$ cat src/rtl/cart_billing_if.sv
// cart_billing_if
// Groups the cart billing handshake into one bundle.
//   master : drives item, checkout, payment and cancel requests; observes results
//   slave  : the billing block; consumes requests and drives total, item_count,
//            amount_due, change, state, bill_done and err
interface cart_billing_if #(
    parameter int TOTAL_W = 16
);
    logic               item_valid;
    logic               item_remove;
    logic [9:0]         item_cost;
    logic               checkout_req;
    logic               pay_valid;
    logic [TOTAL_W-1:0] pay_amount;
    logic               cancel;

    logic [TOTAL_W-1:0] total;
    logic [7:0]         item_count;
    logic [TOTAL_W-1:0] amount_due;
    logic [TOTAL_W-1:0] change;
    logic [2:0]         state;
    logic               bill_done;
    logic               err;

    modport master (
        output item_valid, item_remove, item_cost, checkout_req,
               pay_valid, pay_amount, cancel,
        input  total, item_count, amount_due, change, state, bill_done, err
    );

    modport slave (
        input  item_valid, item_remove, item_cost, checkout_req,
               pay_valid, pay_amount, cancel,
        output total, item_count, amount_due, change, state, bill_done, err
    );
endinterface

$ cat src/rtl/cart_billing.sv
// cart_billing
// Keeps a shopping cart's running total and item count, computes the amount
// due at checkout, accumulates payment tenders and reports change.
// Ports:
//   clk   : system clock, rising edge
//   reset : asynchronous active-low reset
//   bus   : cart_billing_if.slave (item/checkout/payment/cancel requests in,
//           total/item_count/amount_due/change/state/bill_done/err out)
// Optional feature: define CART_DISCOUNT_EN to apply a 12.5% discount to
// carts whose total is at least DISC_THRESH.
module cart_billing #(
    parameter int MAX_ITEMS   = 255,
    parameter int TOTAL_W     = 16,
    parameter int DISC_THRESH = 1000
) (
    input  logic           clk,
    input  logic           reset,
    cart_billing_if.slave  bus
);
    localparam logic [2:0] IDLE = 3'd0;
    localparam logic [2:0] SHOP = 3'd1;
    localparam logic [2:0] BILL = 3'd2;
    localparam logic [2:0] PAY  = 3'd3;
    localparam logic [2:0] DONE = 3'd4;

    logic [2:0]         state_q;
    logic [TOTAL_W-1:0] total_q;
    logic [TOTAL_W-1:0] due_q;
    logic [TOTAL_W-1:0] change_q;
    logic [7:0]         count_q;
    logic [TOTAL_W:0]   paid_q;
    logic               done_q;
    logic               err_q;

    logic               add_ok;
    logic               rem_ok;
    logic [TOTAL_W-1:0] cost_ext;
    logic [TOTAL_W:0]   add_sum;
    logic               add_fits;
    logic               rem_fits;
    logic [TOTAL_W+1:0] pay_sum;
    logic [TOTAL_W:0]   paid_next;
    logic [TOTAL_W:0]   change_full;
    logic [TOTAL_W-1:0] bill_due;

    always_comb begin
        cost_ext = TOTAL_W'(bus.item_cost);
        // A zero cost is an unreadable barcode and is dropped silently
        add_ok   = bus.item_valid  && (bus.item_cost != 10'd0);
        rem_ok   = bus.item_remove && (bus.item_cost != 10'd0);
        add_sum  = {1'b0, total_q} + {1'b0, cost_ext};
        add_fits = !add_sum[TOTAL_W] && (count_q != 8'(MAX_ITEMS));
        rem_fits = (total_q >= cost_ext) && (count_q != 8'd0);
        // Extra headroom bit lets the tender sum saturate instead of wrapping
        pay_sum     = {1'b0, paid_q} + (TOTAL_W+2)'(bus.pay_amount);
        paid_next   = pay_sum[TOTAL_W+1] ? '1 : pay_sum[TOTAL_W:0];
        change_full = paid_next - {1'b0, due_q};
`ifdef CART_DISCOUNT_EN
        if (total_q >= TOTAL_W'(DISC_THRESH))
            bill_due = total_q - (total_q >> 3);
        else
            bill_due = total_q;
`else
        bill_due = total_q;
`endif
    end

    always_ff @(posedge clk or negedge reset) begin
        if (!reset) begin
            state_q  <= IDLE;
            total_q  <= '0;
            due_q    <= '0;
            change_q <= '0;
            count_q  <= '0;
            paid_q   <= '0;
            done_q   <= 1'b0;
            err_q    <= 1'b0;
        end else begin
            done_q <= 1'b0;
            err_q  <= 1'b0;
            if (bus.cancel) begin
                state_q  <= IDLE;
                total_q  <= '0;
                due_q    <= '0;
                change_q <= '0;
                count_q  <= '0;
                paid_q   <= '0;
            end else begin
                case (state_q)
                    IDLE: begin
                        if (add_ok) begin
                            total_q <= cost_ext;
                            count_q <= 8'd1;
                            state_q <= SHOP;
                        end
                    end
                    SHOP: begin
                        if (add_ok) begin
                            if (add_fits) begin
                                total_q <= add_sum[TOTAL_W-1:0];
                                count_q <= count_q + 8'd1;
                            end
                            // A simultaneous remove is dropped and flagged
                            err_q <= !add_fits || rem_ok;
                            if (bus.checkout_req)
                                state_q <= BILL;
                        end else if (rem_ok) begin
                            if (rem_fits) begin
                                if (count_q == 8'd1) begin
                                    total_q <= '0;
                                    count_q <= 8'd0;
                                    state_q <= IDLE;
                                end else begin
                                    total_q <= total_q - cost_ext;
                                    count_q <= count_q - 8'd1;
                                    if (bus.checkout_req)
                                        state_q <= BILL;
                                end
                            end else begin
                                err_q <= 1'b1;
                                if (bus.checkout_req)
                                    state_q <= BILL;
                            end
                        end else if (bus.checkout_req && count_q != 8'd0) begin
                            state_q <= BILL;
                        end
                    end
                    BILL: begin
                        due_q   <= bill_due;
                        paid_q  <= '0;
                        state_q <= PAY;
                    end
                    PAY: begin
                        if (add_ok || rem_ok)
                            err_q <= 1'b1;
                        if (bus.pay_valid) begin
                            paid_q <= paid_next;
                            if (paid_next >= {1'b0, due_q}) begin
                                change_q <= change_full[TOTAL_W-1:0];
                                done_q   <= 1'b1;
                                state_q  <= DONE;
                            end
                        end
                    end
                    DONE: begin
                        if (add_ok) begin
                            change_q <= '0;
                            due_q    <= '0;
                            total_q  <= cost_ext;
                            count_q  <= 8'd1;
                            state_q  <= SHOP;
                        end
                    end
                    default: state_q <= IDLE;
                endcase
            end
        end
    end

    assign bus.total      = total_q;
    assign bus.item_count = count_q;
    assign bus.amount_due = due_q;
    assign bus.change     = change_q;
    assign bus.state      = state_q;
    assign bus.bill_done  = done_q;
    assign bus.err        = err_q;
endmodule

$ cat src/flat_wrapper.sv
// flat-port wrapper written by rule: the top's interface ports become plain ports
module cart_billing_flat 
#(
    parameter int MAX_ITEMS   = 255,
    parameter int TOTAL_W     = 16,
    parameter int DISC_THRESH = 1000
)
  (clk, reset, bus_item_valid, bus_item_remove, bus_item_cost, bus_checkout_req, bus_pay_valid, bus_pay_amount, bus_cancel, bus_total, bus_item_count, bus_amount_due, bus_change, bus_state, bus_bill_done, bus_err);
  cart_billing_if #(.TOTAL_W(TOTAL_W)) bus_i ();
  input  logic clk;
  input  logic reset;
  input wire logic [$bits(bus_i.item_valid)-1:0] bus_item_valid;
  input wire logic [$bits(bus_i.item_remove)-1:0] bus_item_remove;
  input wire logic [$bits(bus_i.item_cost)-1:0] bus_item_cost;
  input wire logic [$bits(bus_i.checkout_req)-1:0] bus_checkout_req;
  input wire logic [$bits(bus_i.pay_valid)-1:0] bus_pay_valid;
  input wire logic [$bits(bus_i.pay_amount)-1:0] bus_pay_amount;
  input wire logic [$bits(bus_i.cancel)-1:0] bus_cancel;
  output wire logic [$bits(bus_i.total)-1:0] bus_total;
  output wire logic [$bits(bus_i.item_count)-1:0] bus_item_count;
  output wire logic [$bits(bus_i.amount_due)-1:0] bus_amount_due;
  output wire logic [$bits(bus_i.change)-1:0] bus_change;
  output wire logic [$bits(bus_i.state)-1:0] bus_state;
  output wire logic [$bits(bus_i.bill_done)-1:0] bus_bill_done;
  output wire logic [$bits(bus_i.err)-1:0] bus_err;
  assign bus_i.item_valid = bus_item_valid;
  assign bus_i.item_remove = bus_item_remove;
  assign bus_i.item_cost = bus_item_cost;
  assign bus_i.checkout_req = bus_checkout_req;
  assign bus_i.pay_valid = bus_pay_valid;
  assign bus_i.pay_amount = bus_pay_amount;
  assign bus_i.cancel = bus_cancel;
  assign bus_total = bus_i.total;
  assign bus_item_count = bus_i.item_count;
  assign bus_amount_due = bus_i.amount_due;
  assign bus_change = bus_i.change;
  assign bus_state = bus_i.state;
  assign bus_bill_done = bus_i.bill_done;
  assign bus_err = bus_i.err;
  cart_billing #(.MAX_ITEMS(MAX_ITEMS), .TOTAL_W(TOTAL_W), .DISC_THRESH(DISC_THRESH)) u_core (.clk(clk), .reset(reset), .bus(bus_i));
endmodule
$ cat config.mk
export PLATFORM = sky130hd
export DESIGN_NAME = cart_billing_flat
export DESIGN_NICKNAME = d
export VERILOG_FILES = /design/src/rtl/cart_billing_if.sv /design/src/rtl/cart_billing.sv /design/src/flat_wrapper.sv
export SDC_FILE = /design/constraint.sdc
export NUM_CORES = 1
export LEC_CHECK = 0
export BUFFER_PORTS_ARGS = -buffer_cell sky130_fd_sc_hd__buf_2
export CAP_MARGIN = 20
export CORE_MARGIN = 3
export CORE_UTILIZATION = 59
export DETAILED_ROUTE_END_ITERATION = 10
export GPL_TIMING_DRIVEN = 0
export PLACE_DENSITY = 0.94
export SYNTH_ARGS = -nofsm -noshare
export SYNTH_HDL_FRONTEND = slang
export SYNTH_SLANG_ARGS = --single-unit
$ cat constraint.sdc
create_clock -name clk -period 4.6 [get_ports clk]
set_clock_uncertainty 0.05 [all_clocks]
set_input_delay 0.69 -clock clk [delete_from_list [all_inputs] [get_ports clk]]
set_output_delay 0.69 -clock clk [all_outputs]
set_load 0.1 [all_outputs]
======== Yosys cells after proc, flatten, opt, wreduce, memory -nomap -nowiden ========
Cells that the tools add are included.
word-level totals
  register bits after elaboration ......... 78
  output and inout port bits .............. 61
  word-level logic and storage cells ...... 100
cells by class
  $add $sub $neg .......................... 6
  $lt $le $gt $ge ......................... 2
  equality and inequality tests ........... 14
  multiplexer cells ....................... 48
  reduce and logical (&&, ||, !) cells .... 22
operator list
  kind                   count
  $mux W16               12
  $pmux W16 S2           3
  $mux W8                7
  $mux W17               3
  $pmux W17 S2           1
  $mux W3                10
  $add A17 B16 Y18       1
  $add A16 B10 Y17       1
  $ge A17 B16 Y1         1
  $ge A16 B10 Y1         1
  $pmux W8 S2            1
  $sub A16 B10 Y16       1
  $sub A16 B16 Y16       1
  $pmux W3 S4            1
  $reduce_bool A3 Y1     4
  $reduce_bool A10 Y1    1
  $mux W1                9
  $add A8 B1 Y8 const B  1
  $eq A8 B1 Y1 const B   1
  $ne A4 B2 Y1 const B   2
  $ne A8 B8 Y1 const B   1
  $reduce_and A4 Y1      2
  $reduce_bool A8 Y1     1
  $sub A8 B1 Y8 const B  1
  other kinds (16)       25

======== Depth between registers and ports, before layout ========
Gate-level depths: netlist of the first run.
  depth in word-level cells ............... 8
  mapped depth ............................ 21
  depth with buffers taken out ............ 20

======== Least setup slack after synthesis of the first run ========
Ideal clock, no wire load.
  path type ............................... input to register
  start point ............................. input bus_pay_amount[1]
  end point ............................... register u_core.change_q[12] (netlist: u_core.bus.change[12])
  arrival time ............................ 4.165 ns
  data required time ...................... 4.440 ns
  slack ................................... 0.275 ns
  cell stages on the path ................. 19
  path through ............................ ha_1 -> a211oi_1 -> nor2_1 -> o211ai_1 -> a21oi_1 -> o21ai_1 -> buf_2 -> nand2_1 -> ha_1 -> nor2b_1 -> o31a_1 -> o211ai_1 -> a31oi_1 -> o21ai_0 -> a31o_1 -> buf_2 -> buf_2 -> nand2_1 -> o41ai_1
on the way
  word-level cells in the longest chain between the ends .. 7
RTL lines
  what                  RTL line             text
  start, declared       flat_wrapper.sv:17   input wire logic [$bits(bus_i.pay_amount)-1:0] bus_pay_amount;
  $add A17 B16 Y18 (*)  cart_billing.sv:55   pay_sum = {1'b0, paid_q} + (TOTAL_W+2)'(bus.pay_amount);
  $mux W17 (*)          cart_billing.sv:56   paid_next = pay_sum[TOTAL_W+1] ? '1 : pay_sum[TOTAL_W:0];
  $sub A16 B16 Y16      cart_billing.sv:57   change_full = paid_next - {1'b0, due_q};
  $mux W16              cart_billing.sv:138  if (paid_next >= {1'b0, due_q}) begin
  $mux W16              cart_billing.sv:136  if (bus.pay_valid) begin
  $pmux W16 S2          cart_billing.sv:89   case (state_q)
  $mux W16              cart_billing.sv:81   if (bus.cancel) begin
  end signal, assigned  cart_billing.sv:139  change_q <= change_full[TOTAL_W-1:0];
  end, declared         cart_billing.sv:29   logic [TOTAL_W-1:0] change_q;
Every way passes the cells marked *; elsewhere a longest branch is shown, timed or not. The select of a mux whose other input is x is not followed.
A chain may end at the register's enable or synchronous reset.

======== Final worst setup path of the first run ========
  start point ............................. input bus_pay_amount[4]
  end point ............................... register u_core.change_q[14] (netlist: u_core.bus.change[14])
The elaborated chain is that of the path after synthesis.

==> flow_metrics.tcl, run 1 <==
set metrics [dict create \
    status "finished with violations" \
    violations "negative setup slack" \
    finalHoldViolCount 0 \
    cp-end-kind "flip-flop" \
    netlist_top_cells_area "dfrtp_1, ha_1, nand2_1, o21ai_0, a21oi_1" \
    clockBufferDepth 2 \
    cpMaxStageDelayCell "ha_1" \
    fin_hold_ws_ns 0.237 \
    clk_latency_ns 0.38 \
    yosysTopAreaCellShare_pct 30.8 \
    cts_buffers 9 \
    ys_warn_count 0 \
    p_total_w 0.00441 \
    final_cell_mix "nand2_1, buf_2, dfrtp_1" \
    vias 6751 \
    crit_chain "buf_2, ha_1, nor2_1, o21ai_0, o211ai_1, a21oi_2, o21ai_4, buf_4, nor2b_1, ha_1, fa_1, nor2b_1, o21ai_0, a21oi_1, o221ai_1, a211oi_2, o21ai_0, a21o_1, a32o_1" \
    drt_pass1_iterations 8 \
    tightest_slew_ns 0.965 \
    cp_max_fo 5 \
    max-cap-violations 0 \
    route.detailed.drc 0 \
    period_needed_ns 4.61 \
    post-place-cells 1027 \
    rows 37 \
    synthFlopType "dfrtp_1" \
    hp-class "in2async" \
    timing.final.ws_setup_ns -0.00737 \
    htreeDepth 3 \
    fin_nets 1001 \
    die_width_um 110 \
    drv_slew 0 \
    cp.required_ns 4.82 \
    core_area_um2 10400 \
    syn_area_per_cell_um2 7.94 \
    grtUsageTotal_pct 31.5 \
    seq_area_frac_synth_pct 30.8 \
    critical-path-top-delay-family "compound AO/OA/AOI/OAI gates" \
    critPathBufInv 2 \
    final_common_cell "nand2_1" \
    avgViaCountPerCell 6.43 \
    grt_pass1_vias 6156 \
    syn-cell-area_um2 6330 \
    cpPeakStageDelay_ns 0.38 \
    clk_pin_slew_ns 0.08 \
    yosys.area.top_type "dfrtp_1" \
    hpwlAfterDp_um 14100 \
    synth_edf_count 0 \
    syn_inst 797 \
    grt_max_degree 42 \
    die_h_um 110 \
    clock-root-buffer "clkbuf_8" \
    crit_path_frequent_cell "o21ai_0" \
    cts.sinks 78 \
    critPathKind "in2reg" \
    drtIter0Drc 847 \
    startpoint_type "input port" \
    async_flop_share_pct 100 \
    p_leak_nw 3.54 \
    syn_nets 889 \
    slew_headroom_pct 35.4 \
    post-route-period-util_pct 100 \
    final_cells 1050 \
    place_congestion 0.963 \
    fmaxAchievable_mhz 217 \
    ir_drop_mv 0.463 \
    start_util_pct 61.1 \
    drtAntennaViolNets 0 \
    port_buffers 93 \
    cts_tree "yes" \
    grt_overflow 0 \
    ioPinCount 94 \
    ys_types 67 \
    arrival_ns 4.82 \
    synth_seq_cells 78 \
    die_area_um2 12000 \
    drive_gt1_share_pct 17.1 \
    setup_viol 1 \
    drt-total-wl_um 19500 \
    avgRoutedWirePerCell_um 18.6 \
    area_delta_synth_final_pct 17.4 \
    antenna_found_initial 0 \
    power_density_nw_per_um2 594 \
    grt_pass1_wl_um 29600 \
    antenna_cells 0 \
]
==> flip-flops by register name, indices dropped and copies added (netlist names) <==
signal,cells
u_core.bus.state,3
u_core.bus.change,16
u_core.bus.bill_done,1
u_core.bus.amount_due,16
u_core.bus.err,1
u_core.paid_q,17
u_core.bus.total,16
u_core.bus.item_count,8
==> layout make-up <==
class                   count  area [µm²]
multi-input cells         625        4150
fillers                   823        2940
flip-flops and latches     78        1950
repair buffers            102         548
inverters                  60         225
well taps                 136         170
plain buffers              33         149
clock buffers              10         138
clock inverters             6        93.8
==> metal layers <==
layer / share of wire [%] / wire, µm / track usage (%)
met4: 5.5 / 1070 / 18.6
met5: 0 / 0 / 0
met1: 38 / 7480 / 39.3
met2: 47 / 9150 / 51.8
met3: 9.4 / 1850 / 4.70
==> cells by family after synthesis <==
logic type / share of synthesized area [%]
fa+ha+maj: 12.1
buf+inv: 5.75
flops: 30.8
xor+xnor: 3.32
mux: 0.158
simple gates: 21.4
compound gates: 26.4
==> stage by stage <==
step | setup slack, ns | utilization, % | TNS (ns) | instance area (µm²)
floorplan | 0.275 | - | 0 | 6330
global placement | -0.816 | 67.2 | -14.72 | 6970
detailed placement | -0.878 | 67.4 | -15.93 | 6990
CTS | 0.0222 | 70.1 | 0 | 7270
global route | -0.174 | 71.6 | -0.635 | 7430
finish | -0.00737 | 71.6 | -0.00737 | 7430
==> power by group <==
part | total [W] | switching, W | internal [W] | leakage, nW
Clock | 0.000606 | 0.000282 | 0.000324 | 0.113
Sequential | 0.00100 | 0.000177 | 0.000823 | 1.05
Combinational | 0.00281 | 0.00207 | 0.000737 | 2.37
Total | 0.00441 | 0.00253 | 0.00188 | 3.54
==> cell usage after synthesis (3+ instances only) <==
cell / number
nand2_1: 113
dfrtp_1: 78
o21ai_0: 67
inv_1: 60
nor2_1: 57
ha_1: 55
a21oi_1: 52
clkbuf_1: 24
nand3_1: 20
nor3_1: 19
o31ai_1: 17
a22o_1: 14
nand2b_1: 14
xnor2_1: 14
a21o_1: 13
a211oi_1: 12
and3_1: 10
nor2b_1: 10
or3_1: 10
xor2_1: 10
a31oi_1: 9
buf_2: 9
o21a_1: 9
nand4_1: 8
a22oi_1: 7
nor4_1: 7
and2_1: 5
o211ai_1: 5
a311oi_1: 4
fa_1: 4
o22ai_1: 4
o41ai_1: 4
a21boi_0: 3
a221oi_1: 3
o21ai_1: 3
o21bai_1: 3
o221ai_1: 3
or4_1: 3
==> path summary, 6_finish.rpt <==
| path | start | cells past startpoint | slack [ns] | end |
|---|---|---|---|---|
| max in group asynchronous | reset | 2 | 3.66 | u_core.bus.item_count[7]$_DFFE_PN0P_ |
| min | reset | 1 | 0.24 | u_core.bus.change[7]$_DFFE_PN0P_ |
| max | bus_pay_amount[4] | 19 | -0.007 | u_core.bus.change[14]$_DFFE_PN0P_ |
| min in group clk | u_core.bus.change[0]$_DFFE_PN0P_ | 2 | 0.43 | u_core.bus.change[0]$_DFFE_PN0P_ |
| min reg2reg | u_core.bus.change[0]$_DFFE_PN0P_ | 2 | 0.43 | u_core.bus.change[0]$_DFFE_PN0P_ |
| max reg2reg | u_core.paid_q[4]$_DFFE_PN0P_ | 18 | 0.02 | u_core.bus.change[14]$_DFFE_PN0P_ |
==> what timing repair did <==
action,4_1_cts,5_1_grt
setup buffers,2,6
gates resized for setup,8,28
gates cloned,0,0
setup endpoints to repair,20,18
hold buffers,0,0
pin swaps,2,9
(Power assumes the default switching activity.)
==> run 2: changes to the inputs <==
Settings changed: CORE_UTILIZATION 59 to 55, PLACE_DENSITY 0.94 to 0.89, SLEW_MARGIN set to 20.
==> run 2 against run 1 <==
Effect of this change: via count shrank 1.9%; sequential power is essentially flat; the run now ends clean; global-route usage shrank 1.3 points; cell count grew 0.29%; combinational power is essentially flat; largest power group unchanged; largest cell class unchanged; cell area is essentially flat.
==> flow_metrics.tcl, run 2 (synthesis gave the netlist of run 1 again) <==
set metrics [dict create \
    status "complete, no violations" \
    setup_tns_ns 0 \
    cp.required_ns 4.77 \
    p_leak_nw 3.53 \
    die_width_um 113 \
    clk_latency_ns 0.35 \
    hpwlAfterDp_um 14400 \
    drt-total-wl_um 19700 \
    die_area_um2 12800 \
    fin_util_pct 67.4 \
    cts.sinks 78 \
    place_congestion 0.979 \
    cts_buffers 9 \
    cp-end-kind "flip-flop" \
    vias 6626 \
    fmaxAchievable_mhz 222 \
    critical-path-top-delay-family "compound AO/OA/AOI/OAI gates" \
    core_area_um2 11000 \
    drtAntennaViolNets 0 \
    drive_gt1_share_pct 16.1 \
    avgRoutedWirePerCell_um 18.7 \
    r2r-start "u_core.paid_q[0]$_DFFE_PN0P_" \
    grt_max_degree 41 \
    antenna_cells 0 \
    grt_overflow 0 \
    period_needed_ns 4.50 \
    final_cell_mix "nand2_1, buf_2, dfrtp_1" \
    antenna_found_initial 0 \
    regMostFlops "u_core.paid_q" \
    largest_reg_flops 17 \
    tightest_slew_ns 0.957 \
    post-route-period-util_pct 97.8 \
    grt_pass1_vias 6246 \
    post-place-cells 1031 \
    cts_tree "yes" \
    max-cap-violations 0 \
    start_util_pct 57.4 \
    setup_viol 0 \
    final_common_cell "nand2_1" \
    area_delta_synth_final_pct 17.4 \
    p_total_w 0.00448 \
    ioPinCount 94 \
    final_cells 1053 \
    grtUsageMet2_pct 49.3 \
    p_sw_w 0.00255 \
    drv_slew 0 \
    startpoint_type "input port" \
    p_int_w 0.00193 \
    fin_nets 1001 \
    p_seq_share_pct 22.5 \
    clock-root-buffer "clkbuf_16" \
    slew_headroom_pct 35.9 \
    grtUsageTotal_pct 30.2 \
    place_area_um2 6990 \
    rows 38 \
    ir_drop_mv 0.524 \
    hp-class "in2async" \
    cpMaxStageDelayCell "o21ai_0" \
    grt_pass1_wl_um 31000 \
    die_h_um 113 \
    finalHoldViolCount 0 \
    critPathBufInv 4 \
    switching_share_pct 56.9 \
    cp_max_fo 10 \
    pwr-share-clk_pct 14.6 \
    drtIter0Drc 695 \
    arrival_ns 4.66 \
    use_met3_pct 5.51 \
    drt_pass1_iterations 5 \
    cpPeakStageDelay_ns 0.46 \
    busiest_layer "met2" \
    clockBufferDepth 2 \
    avgViaCountPerCell 6.29 \
    grtUsageMet1_pct 38.4 \
    cp.depth 21 \
    comb_power_share_pct 62.9 \
    route.detailed.drc 0 \
    power_density_nw_per_um2 602 \
    crit_chain "buf_2, ha_1, inv_1, fa_1, and2b_1, o2111ai_1, and3_4, nor2b_1, nor2_1, o21ai_0, ha_1, o21ai_0, nand2b_1, a21oi_1, a31oi_4, o21ai_2, a31o_1, clkbuf_4, clkbuf_4, nand2_1, o41ai_1" \
    port_buffers 93 \
    rr_worst_depth 20 \
    clk_pin_slew_ns 0.06 \
    htreeDepth 3 \
    critPathKind "in2reg" \
    finalInstanceArea_um2 7430 \
    startpoint "bus_pay_amount[0]" \
]
run 2: cell count changes in the layout (fill, tap and decap cells not counted), sizes merged:
cell      previous run  this run
clkbuf              34        38
buf                111       110
inv                 61        60
bufinv               2         0
clkinvlp             1         0
run 2: timing repair:
item	CTS	global route
buffers inserted	1	7
gates resized for setup	6	26
hold buffers	0	0
pin swaps	3	7
endpoints found under the setup margin	20	18
run 2: layer usage:
| metal | wire, µm | share of wire (%) | vias to the layer above |
|---|---|---|---|
| met5 | 0 | 0 | - |
| met4 | 921 | 4.7 | 0 |
| met3 | 1960 | 9.9 | 70 |
| met2 | 9170 | 47 | 368 |
| met1 | 7610 | 39 | 3100 |
| li1 | - | - | 3088 |
run 2: layout make-up:
| cell class | instances | area (µm²) |
|---|---|---|
| Buffer | 33 | 145 |
| Clock buffer | 13 | 240 |
| Tap cell | 140 | 175 |
| Timing Repair Buffer | 102 | 548 |
| Inverter | 60 | 225 |
| Clock inverter | 2 | 10.0 |
| Multi-Input combinational cell | 625 | 4140 |
| Fill cell | 939 | 3600 |
| Sequential cell | 78 | 1950 |
run 2: through the flow:
step	setup WS, ns	hold WS (ns)
3_5_place_dp	-0.836	0.414
4_1_cts	0.00450	0.303
6_report	0.102	0.287
3_3_place_gp	-0.840	0.406
2_1_floorplan	0.275	0.344
5_1_grt	-0.00805	0.321
run 2: power by group through the flow:
stage               Combinational [W]  Sequential (W)  Clock, W
floorplan                     0.00119         0.00195         0
global placement              0.00266         0.00101         0
detailed placement            0.00269         0.00101         0
CTS                           0.00272         0.00100  0.000645
global route                  0.00301         0.00103  0.000679
finish                        0.00282         0.00101  0.000653
run 2: final timing paths:
check | to | slack (ns)
min in group clk | u_core.bus.change[9]$_DFFE_PN0P_ | 0.42
max in group asynchronous | u_core.bus.item_count[1]$_DFFE_PN0P_ | 3.59
setup / recovery | u_core.bus.change[12]$_DFFE_PN0P_ | 0.10
setup reg to reg | u_core.bus.change[12]$_DFFE_PN0P_ | 0.16
hold / removal | u_core.bus.change[1]$_DFFE_PN0P_ | 0.29
hold reg to reg | u_core.bus.change[9]$_DFFE_PN0P_ | 0.42
